## src/rtl/mac_vector_sequencer_if.sv

```systemverilog
// rtl/mac_vector_sequencer_if.sv - operand, PE and result signal bundle for mac_vector_sequencer
// Optional perf counter signals exist only when MAC_SEQ_PERF_CNT_EN is defined.
interface mac_vector_sequencer_if #(
  parameter int DATA_WIDTH = 8,
  parameter int ACC_WIDTH  = 32
);
  logic                  i_op_valid;
  logic                  o_op_ready;
  logic [DATA_WIDTH-1:0] i_op_a;
  logic [DATA_WIDTH-1:0] i_op_b;
  logic [DATA_WIDTH-1:0] o_pe_a;
  logic [DATA_WIDTH-1:0] o_pe_b;
  logic                  o_pe_enable;
  logic                  o_pe_clear;
  logic [ACC_WIDTH-1:0]  i_pe_result;
  logic                  i_pe_overflow;
  logic                  i_pe_done;
  logic                  o_res_valid;
  logic                  i_res_ready;
  logic [ACC_WIDTH-1:0]  o_res_data;
  logic                  o_res_overflow;
  logic                  o_res_timeout;
  logic                  o_busy;
`ifdef MAC_SEQ_PERF_CNT_EN
  logic [15:0]           o_vec_count;
  logic [15:0]           o_stall_count;

  modport master (
    input  i_op_valid, i_op_a, i_op_b, i_pe_result, i_pe_overflow, i_pe_done, i_res_ready,
    output o_op_ready, o_pe_a, o_pe_b, o_pe_enable, o_pe_clear,
           o_res_valid, o_res_data, o_res_overflow, o_res_timeout, o_busy,
           o_vec_count, o_stall_count
  );

  modport slave (
    output i_op_valid, i_op_a, i_op_b, i_pe_result, i_pe_overflow, i_pe_done, i_res_ready,
    input  o_op_ready, o_pe_a, o_pe_b, o_pe_enable, o_pe_clear,
           o_res_valid, o_res_data, o_res_overflow, o_res_timeout, o_busy,
           o_vec_count, o_stall_count
  );
`else
  modport master (
    input  i_op_valid, i_op_a, i_op_b, i_pe_result, i_pe_overflow, i_pe_done, i_res_ready,
    output o_op_ready, o_pe_a, o_pe_b, o_pe_enable, o_pe_clear,
           o_res_valid, o_res_data, o_res_overflow, o_res_timeout, o_busy
  );

  modport slave (
    output i_op_valid, i_op_a, i_op_b, i_pe_result, i_pe_overflow, i_pe_done, i_res_ready,
    input  o_op_ready, o_pe_a, o_pe_b, o_pe_enable, o_pe_clear,
           o_res_valid, o_res_data, o_res_overflow, o_res_timeout, o_busy
  );
`endif
endinterface

```

## src/rtl/mac_vector_sequencer.sv

```systemverilog
// rtl/mac_vector_sequencer.sv - groups operand pairs into vectors and drives one PE MAC lane
// Optional macro MAC_SEQ_PERF_CNT_EN adds result and stall counters.
module mac_vector_sequencer #(
  parameter int DATA_WIDTH   = 8,
  parameter int ACC_WIDTH    = 32,
  parameter int VEC_LEN      = 9,
  parameter int DONE_TIMEOUT = 16
) (
  input logic                    clk,
  input logic                    i_reset,
  mac_vector_sequencer_if.master bus
);

  typedef enum logic [2:0] {
    S_IDLE      = 3'd0,
    S_CLEAR     = 3'd1,
    S_FEED      = 3'd2,
    S_WAIT_DONE = 3'd3,
    S_HOLD      = 3'd4
  } state_t;

  localparam logic [7:0] LAST_IDX = 8'(VEC_LEN - 1);
  localparam logic [7:0] TMO_LAST = 8'(DONE_TIMEOUT - 1);

  state_t                state_q, state_d;
  logic [7:0]            count_q, count_d;
  logic [7:0]            tmo_q, tmo_d;
  logic                  op_ready_q, op_ready_d;
  logic [DATA_WIDTH-1:0] pe_a_q, pe_a_d;
  logic [DATA_WIDTH-1:0] pe_b_q, pe_b_d;
  logic                  pe_en_q, pe_en_d;
  logic                  pe_clr_q, pe_clr_d;
  logic                  res_valid_q, res_valid_d;
  logic [ACC_WIDTH-1:0]  res_data_q, res_data_d;
  logic                  res_ovf_q, res_ovf_d;
  logic                  res_tmo_q, res_tmo_d;
  logic                  busy_q, busy_d;
  logic                  op_hs;
  logic                  res_hs;

  assign op_hs  = bus.i_op_valid & op_ready_q;
  assign res_hs = res_valid_q & bus.i_res_ready;

  always_ff @(posedge clk) begin
    if (i_reset) begin
      state_q     <= S_IDLE;
      count_q     <= '0;
      tmo_q       <= '0;
      op_ready_q  <= 1'b0;
      pe_a_q      <= '0;
      pe_b_q      <= '0;
      pe_en_q     <= 1'b0;
      pe_clr_q    <= 1'b0;
      res_valid_q <= 1'b0;
      res_data_q  <= '0;
      res_ovf_q   <= 1'b0;
      res_tmo_q   <= 1'b0;
      busy_q      <= 1'b0;
    end else begin
      state_q     <= state_d;
      count_q     <= count_d;
      tmo_q       <= tmo_d;
      op_ready_q  <= op_ready_d;
      pe_a_q      <= pe_a_d;
      pe_b_q      <= pe_b_d;
      pe_en_q     <= pe_en_d;
      pe_clr_q    <= pe_clr_d;
      res_valid_q <= res_valid_d;
      res_data_q  <= res_data_d;
      res_ovf_q   <= res_ovf_d;
      res_tmo_q   <= res_tmo_d;
      busy_q      <= busy_d;
    end
  end

  // Outputs are registered, so each *_d reflects what the next state must present.
  always_comb begin
    state_d     = state_q;
    count_d     = count_q;
    tmo_d       = tmo_q;
    pe_a_d      = pe_a_q;
    pe_b_d      = pe_b_q;
    pe_en_d     = 1'b0;
    pe_clr_d    = 1'b0;
    res_valid_d = res_valid_q;
    res_data_d  = res_data_q;
    res_ovf_d   = res_ovf_q;
    res_tmo_d   = res_tmo_q;

    case (state_q)
      S_IDLE: begin
        if (bus.i_op_valid) begin
          state_d  = S_CLEAR;
          pe_clr_d = 1'b1;
        end
      end
      S_CLEAR: begin
        state_d = S_FEED;
        count_d = '0;
      end
      S_FEED: begin
        if (op_hs) begin
          pe_a_d  = bus.i_op_a;
          pe_b_d  = bus.i_op_b;
          pe_en_d = 1'b1;
          count_d = count_q + 8'd1;
          if (count_q == LAST_IDX) begin
            state_d = S_WAIT_DONE;
            tmo_d   = '0;
          end
        end
      end
      S_WAIT_DONE: begin
        tmo_d = tmo_q + 8'd1;
        // First WAIT_DONE cycle is still the final enable cycle, so done is not trusted yet.
        if ((tmo_q != 8'd0) && bus.i_pe_done) begin
          state_d     = S_HOLD;
          res_valid_d = 1'b1;
          res_data_d  = bus.i_pe_result;
          res_ovf_d   = bus.i_pe_overflow;
          res_tmo_d   = 1'b0;
        end else if (tmo_q == TMO_LAST) begin
          state_d     = S_HOLD;
          res_valid_d = 1'b1;
          res_data_d  = bus.i_pe_result;
          res_ovf_d   = bus.i_pe_overflow;
          res_tmo_d   = 1'b1;
        end
      end
      S_HOLD: begin
        if (res_hs) begin
          state_d     = S_IDLE;
          res_valid_d = 1'b0;
        end
      end
      default: begin
        state_d = S_IDLE;
      end
    endcase

    op_ready_d = (state_d == S_FEED);
    busy_d     = (state_d != S_IDLE);
  end

  assign bus.o_op_ready     = op_ready_q;
  assign bus.o_pe_a         = pe_a_q;
  assign bus.o_pe_b         = pe_b_q;
  assign bus.o_pe_enable    = pe_en_q;
  assign bus.o_pe_clear     = pe_clr_q;
  assign bus.o_res_valid    = res_valid_q;
  assign bus.o_res_data     = res_data_q;
  assign bus.o_res_overflow = res_ovf_q;
  assign bus.o_res_timeout  = res_tmo_q;
  assign bus.o_busy         = busy_q;

`ifdef MAC_SEQ_PERF_CNT_EN
  logic [15:0] vec_cnt_q, vec_cnt_d;
  logic [15:0] stall_cnt_q, stall_cnt_d;

  always_comb begin
    vec_cnt_d   = vec_cnt_q;
    stall_cnt_d = stall_cnt_q;
    if (res_hs) begin
      vec_cnt_d = vec_cnt_q + 16'd1;
    end
    if ((state_q == S_FEED) && op_ready_q && !bus.i_op_valid && (stall_cnt_q != 16'hFFFF)) begin
      stall_cnt_d = stall_cnt_q + 16'd1;
    end
  end

  always_ff @(posedge clk) begin
    if (i_reset) begin
      vec_cnt_q   <= '0;
      stall_cnt_q <= '0;
    end else begin
      vec_cnt_q   <= vec_cnt_d;
      stall_cnt_q <= stall_cnt_d;
    end
  end

  assign bus.o_vec_count   = vec_cnt_q;
  assign bus.o_stall_count = stall_cnt_q;
`endif

endmodule
```

## src/flat_wrapper.sv

```systemverilog
// flat-port wrapper written by rule: the top's interface ports become plain ports
module mac_vector_sequencer_flat 
#(
  parameter int DATA_WIDTH   = 8,
  parameter int ACC_WIDTH    = 32,
  parameter int VEC_LEN      = 9,
  parameter int DONE_TIMEOUT = 16
)
  (clk, i_reset, bus_i_op_valid, bus_i_op_a, bus_i_op_b, bus_i_pe_result, bus_i_pe_overflow, bus_i_pe_done, bus_i_res_ready, bus_o_op_ready, bus_o_pe_a, bus_o_pe_b, bus_o_pe_enable, bus_o_pe_clear, bus_o_res_valid, bus_o_res_data, bus_o_res_overflow, bus_o_res_timeout, bus_o_busy);
  mac_vector_sequencer_if #(.DATA_WIDTH(DATA_WIDTH), .ACC_WIDTH(ACC_WIDTH)) bus_i ();
  input logic clk;
  input logic i_reset;
  input wire logic [$bits(bus_i.i_op_valid)-1:0] bus_i_op_valid;
  input wire logic [$bits(bus_i.i_op_a)-1:0] bus_i_op_a;
  input wire logic [$bits(bus_i.i_op_b)-1:0] bus_i_op_b;
  input wire logic [$bits(bus_i.i_pe_result)-1:0] bus_i_pe_result;
  input wire logic [$bits(bus_i.i_pe_overflow)-1:0] bus_i_pe_overflow;
  input wire logic [$bits(bus_i.i_pe_done)-1:0] bus_i_pe_done;
  input wire logic [$bits(bus_i.i_res_ready)-1:0] bus_i_res_ready;
  output wire logic [$bits(bus_i.o_op_ready)-1:0] bus_o_op_ready;
  output wire logic [$bits(bus_i.o_pe_a)-1:0] bus_o_pe_a;
  output wire logic [$bits(bus_i.o_pe_b)-1:0] bus_o_pe_b;
  output wire logic [$bits(bus_i.o_pe_enable)-1:0] bus_o_pe_enable;
  output wire logic [$bits(bus_i.o_pe_clear)-1:0] bus_o_pe_clear;
  output wire logic [$bits(bus_i.o_res_valid)-1:0] bus_o_res_valid;
  output wire logic [$bits(bus_i.o_res_data)-1:0] bus_o_res_data;
  output wire logic [$bits(bus_i.o_res_overflow)-1:0] bus_o_res_overflow;
  output wire logic [$bits(bus_i.o_res_timeout)-1:0] bus_o_res_timeout;
  output wire logic [$bits(bus_i.o_busy)-1:0] bus_o_busy;
  assign bus_i.i_op_valid = bus_i_op_valid;
  assign bus_i.i_op_a = bus_i_op_a;
  assign bus_i.i_op_b = bus_i_op_b;
  assign bus_i.i_pe_result = bus_i_pe_result;
  assign bus_i.i_pe_overflow = bus_i_pe_overflow;
  assign bus_i.i_pe_done = bus_i_pe_done;
  assign bus_i.i_res_ready = bus_i_res_ready;
  assign bus_o_op_ready = bus_i.o_op_ready;
  assign bus_o_pe_a = bus_i.o_pe_a;
  assign bus_o_pe_b = bus_i.o_pe_b;
  assign bus_o_pe_enable = bus_i.o_pe_enable;
  assign bus_o_pe_clear = bus_i.o_pe_clear;
  assign bus_o_res_valid = bus_i.o_res_valid;
  assign bus_o_res_data = bus_i.o_res_data;
  assign bus_o_res_overflow = bus_i.o_res_overflow;
  assign bus_o_res_timeout = bus_i.o_res_timeout;
  assign bus_o_busy = bus_i.o_busy;
  mac_vector_sequencer #(.DATA_WIDTH(DATA_WIDTH), .ACC_WIDTH(ACC_WIDTH), .VEC_LEN(VEC_LEN), .DONE_TIMEOUT(DONE_TIMEOUT)) u_core (.clk(clk), .i_reset(i_reset), .bus(bus_i));
endmodule
```

## config.mk

```make
export PLATFORM = sky130hd
export DESIGN_NAME = mac_vector_sequencer_flat
export DESIGN_NICKNAME = d
export VERILOG_FILES = /design/src/rtl/mac_vector_sequencer_if.sv /design/src/rtl/mac_vector_sequencer.sv /design/src/flat_wrapper.sv
export SDC_FILE = /design/constraint.sdc
export NUM_CORES = 1
export LEC_CHECK = 0
export CORE_ASPECT_RATIO = 1.4
export CORE_MARGIN = 8
export CORE_UTILIZATION = 46
export DETAILED_ROUTE_END_ITERATION = 12
export GPL_ROUTABILITY_DRIVEN = 0
export PLACE_DENSITY = 0.91
export SYNTH_ARGS = -nofsm -noshare
export SYNTH_HDL_FRONTEND = slang
export SYNTH_SLANG_ARGS = --single-unit
```

## constraint.sdc

```tcl
create_clock -name clk -period 2.6 [get_ports clk]
set_input_delay 0.39 -clock clk [delete_from_list [all_inputs] [get_ports clk]]
set_output_delay 0.39 -clock clk [all_outputs]
set_load 0.1 [all_outputs]
```

# Word-level counts from Yosys, hierarchy flattened
# Cells that the tools add are included.
# totals
regBits,74
inputBits,54
output_inout_bits,55
# op_classes
n_addsub,2
n_eq_ne,11
n_mux,23
n_bitwise,4
reduce_logical,15
# op_table
operator,n
2-to-1 mux 32 bit,2
one-hot mux 8 bit (2 select lines),2
2-to-1 mux 8 bit,3
2-to-1 mux 3 bit,6
"adder 8 x 1 -> 8 bit, second input constant",2
"== test 8 x 4 -> 1 bit, second input constant",2
one-hot mux 3 bit (5 select lines),1
"== test 3 x 2 -> 1 bit, second input constant",3
2-to-1 mux 1 bit,8
nonzero test 2 bit,4
nonzero test 8 bit,1
"!= test 2 x 1 -> 1 bit, second input constant",3
AND reduction 2 bit,3
AND reduction 3 bit,2
OR reduction 2 bit,2
"== test 3 x 1 -> 1 bit, second input constant",1
"== test 3 bit, second input constant",1
zero test 3 bit,1
"!= test 3 x 1 -> 1 bit, second input constant",1
nonzero test 3 bit,1
bitwise AND 1 bit,2
NOT 1 bit,2
one-hot mux 1 bit (2 select lines),1
logical AND 1 bit,1

# Longest topological paths before layout
# logic_depth
depth_word,5
mapped_depth,7
mapped_depth_nobuf,6

# Least setup slack after synthesis
# OpenSTA, ideal clock, no wires.
# synth_path
kind,register to register
from,reg u_core.op_ready_q (netlist: u_core.bus.o_op_ready)
to,reg u_core.tmo_q[4]
setup_time_ns,0.076
arrival_time_ns,2.239
t_required_ns,2.524
setup_slack_ns,0.286
stages_incl_launch_ff,7
period_less_slack_ns,2.314
cell_sequence,dfxtp_1 and4b_1 clkbuf_1 a31oi_1 clkbuf_1 or3_1 a21boi_0
# synth_via
elab_chain_cells,3
# synth_lines
item,line,text
start: declaration,mac_vector_sequencer.sv:28,"logic op_ready_q, op_ready_d;"
start signal: assignment,mac_vector_sequencer.sv:63,op_ready_q <= op_ready_d;
bitwise AND 1 bit,mac_vector_sequencer.sv:41,assign op_hs = bus.i_op_valid & op_ready_q;
!= test 2 x 1 -> 1 bit (no line),-,
AND reduction 3 bit (no line),-,
end signal: assignment,mac_vector_sequencer.sv:62,tmo_q <= tmo_d;
end: declaration,mac_vector_sequencer.sv:27,"logic [7:0] tmo_q, tmo_d;"
# Every way passes these cells.
# A chain may end at the register's enable or synchronous reset.

# Worst setup path after layout
# layout_path
from,reg u_core.count_q[0]
to,reg u_core.tmo_q[6]
# layout_via
elab_chain_cells,3
# layout_lines
item,line,text
start: declaration,mac_vector_sequencer.sv:26,"logic [7:0] count_q, count_d;"
start signal: assignment,mac_vector_sequencer.sv:61,count_q <= count_d;
== test 8 x 4 -> 1 bit,mac_vector_sequencer.sv:107,if (count_q == LAST_IDX) begin
!= test 2 x 1 -> 1 bit (no line),-,
AND reduction 3 bit (no line),-,
# Every way passes these cells.

==> reports/qor.csv <==
metric,value,unit
Setup TNS,0,ps
Area Growth Syn to Fin,38.01,%
Ports,109,
WL met3,746,um
Hold Path Class,in2reg,
Iteration-0 DRC Markers,118,
RSZ-0062 raised after global routing,false,
Die ar.,10050,um2
die width,87.06,um
DPL Wire Length,6.209,mm
detailed-router iteration count before antenna repair,4,
Post-Syn Area,3252,um2
Max VDD drop,0.0002833,V
clock period minus worst slack,2075,ps
Resized cells post-CTS,0,
post-synthesis sequential area ratio,45.56,%
Antenna Nets Post-Route,0,
"FF+latch count, synth",74,
Core Rows,36,
"CP delay by family, top",simple AND/OR/NAND/NOR gates,
Combinational Power Share,9.4,%
clk root buf,clkbuf_8,
DR vias,2793,
period utilization,79.81,%
Worst-Margin Slew,548.7,ps
TritonCTS buffer count,9,
syn_area_per_cell,9.109,um2
CORE AREA,6892,um2
startpoint types,flip-flop,
CTS Buffer Depth,2,
hold buffers post-CTS,0,
DRT met1 WL,3.118,mm
average wire per cell in the routed design,14.57,um
vias in the first global route,2967,
Detailed Route WL,8.176,mm
worst-path maximum fanout,5,
PortBufs,108,
skew final,8.418,ps
Setup-failing EPs final,0,
fill count,569,
Required @ worst endpoint,2860,ps
Flop pwr share,49.3,%
CTS H-tree depth,3,
Ys Warns,0,
# nets final,519,
synth top area cells,"dfxtp_1 (46%), nand2b_1 (13%), mux2i_1 (10%), nand2_1 (5.0%), a21oi_1 (4.5%)",
largest net degree at the start of global routing,41,
Max-cap violations,0,
ratio of cells with drive above 1 in the final layout,17.81,%
"Setup Fix Bufs, Post-CTS",0,
first-pass GRT wire length,13.41,mm
CP cell instances,inv_1 -> ha_1 -> nor4b_1 -> a31oi_1 -> or4_1 -> a21boi_0,
drc violations,0,
initial antenna violation count,0,
vias per inst,4.979,
status,"finished, final reports clean",
syn nets,415,
NetSw,0.0005312,W
sw frac,22.76,%
"Clk Latency, worst-skew pair",340,ps
share of the synthesized area in the top cell type,45.56,%
Internal,0.001803,W
leakage,1.653,nW
CTS tree,yes,
CP max stage delay,550,ps
gr ovfl total,0,
f_max,481.9,MHz
Initial Util,47.19,%
clock sinks,74,
GRT Util Overall,16.87,%
Yosys top cell by area,dfxtp_1,
Netlist cell types,41,
relative slew slack,62.94,%
Hold Fails Final Rpt,0,
WP buf/inv,1,
WS Path Type,reg2reg,
# diodes,0,
max layer used,met4,
chip height,115.5,um
crit end category,flip-flop,
Final Util,65.12,%
CP max stage cell,or4_1,
pwr/cell area,520.2,nW/um2
Cells after Synth,357,
met2 WL,4.120,mm
clock power share,41.4,%
crit path DAT,2340,ps
Final Max Tran Viols,0,
Worst-path clk slew,80,ps
[flip-flops by register name (all words and copies together) (netlist names)]
signal                     count
u_core.bus.o_res_data         32
u_core.bus.o_res_valid         1
u_core.bus.o_pe_b              8
u_core.bus.o_res_overflow      1
u_core.bus.o_pe_clear          1
u_core.tmo_q                   8
u_core.count_q                 8
u_core.bus.o_op_ready          1
u_core.state_q                 3
u_core.bus.o_busy              1
u_core.bus.o_pe_enable         1
u_core.bus.o_pe_a              8
u_core.bus.o_res_timeout       1
[per-layer routing]
layer,vias up,global-route usage (%)
met4,0,7.151
met5,-,0
met3,15,8.446
met2,85,29.13
met1,1281,16.66
li1,1412,-
[worst register-to-register path, delay by kind of cell (launching register included)]
kind | cells | cell delay (ps)
buffers and inverters | 1 | 70
AND/OR/NAND/NOR | 2 | 1010
adder cells (fa/ha/maj) | 1 | 140
AO/OA/AOI/OAI | 2 | 440
flip-flops | 1 | 350
[kinds of logic after synthesis]
kind of cell / synth area share [%]
flip-flops: 45.56
AND/OR/NAND/NOR: 26.66
buffers and inverters: 4.309
multiplexers: 10.47
adder cells (fa/ha/maj): 1.539
XOR/XNOR: 0.5388
AO/OA/AOI/OAI: 10.93
[cells in the mapped netlist (all sizes together)]
cell and number:
a41oi 1, o31ai 4, inv 10, dfxtp 74, clkbuf 17, o21a 3, a21o 1, nor3b 3
or3 6, or4 5, nor4 1, mux2i 34, or2 2, nand2b 67, a31oi 1, a211oi 1
xnor2 1, nor3 3, a21oi 30, xor2 1, o21ai 6, nand3b 1, and2 1, a21boi 5
nor2 10, nand3 8, and3b 1, buf 4, and4b 1, nand2 43, a22oi 1, nand4 2
ha 4, nand4b 1, o41ai 1, nor4b 2, o22a 1
[power groups by stage]
| stage | logic, W | clock network, W | registers (W) |
|---|---|---|---|
| 6_report | 0.000218 | 0.000966 | 0.00115 |
| 5_1_grt | 0.000235 | 0.00105 | 0.00115 |
| 4_1_cts | 0.000218 | 0.000995 | 0.00115 |
| 3_5_place_dp | 0.000217 | 0 | 0.00118 |
| 3_3_place_gp | 0.000214 | 0 | 0.00118 |
| 2_1_floorplan | 0.0000787 | 0 | 0.00121 |
[cell type report]
type,instances,area (um2),share of cell area [%]
clock inverter,3,45.04,1.004
timing repair buffer,114,996.0,22.19
multi-input combinational,252,1630,36.33
sequential,74,1481,33.01
tap,95,118.9,2.648
clock buffer,13,178.9,3.987
inverter,10,37.54,0.8364
[through the flow]
stage,instances,power [W],setup WS [ps],area (um2),hold slack [ps]
6_report,561,0.002334,524.9,4488,438.0
5_1_grt,561,0.002433,312.4,4488,453.0
4_1_cts,561,0.002363,558.7,4488,407.1
3_5_place_dp,545,0.001394,394.8,4264,446.8
3_3_place_gp,545,0.001390,489.2,4264,443.2
2_1_floorplan,357,0.001291,285.8,3252,451.2
[layout by cell type, fill, tap and decap left out, drive strengths merged, types with 10 or more instances in the layout]
master / instances
dfxtp: 74
nand2b: 67
nand2: 43
mux2i: 34
inv: 10
nor2: 10
clkbuf: 13
a21oi: 30
buf: 62
clkdlybuf4s50: 52
[path summary, 6_finish.rpt]
path,start,endpoint,cells after the start,slack [ps]
worst max-delay path,u_core.count_q[0],u_core.tmo_q[6],6,520
worst min register to register,u_core.bus.o_pe_b[6],u_core.bus.o_pe_b[6],2,460
worst max register to register,u_core.count_q[0],u_core.tmo_q[6],6,520
worst min-delay path,i_reset,u_core.tmo_q[1],2,440
Note: power is estimated with default switching activity, not from simulation.
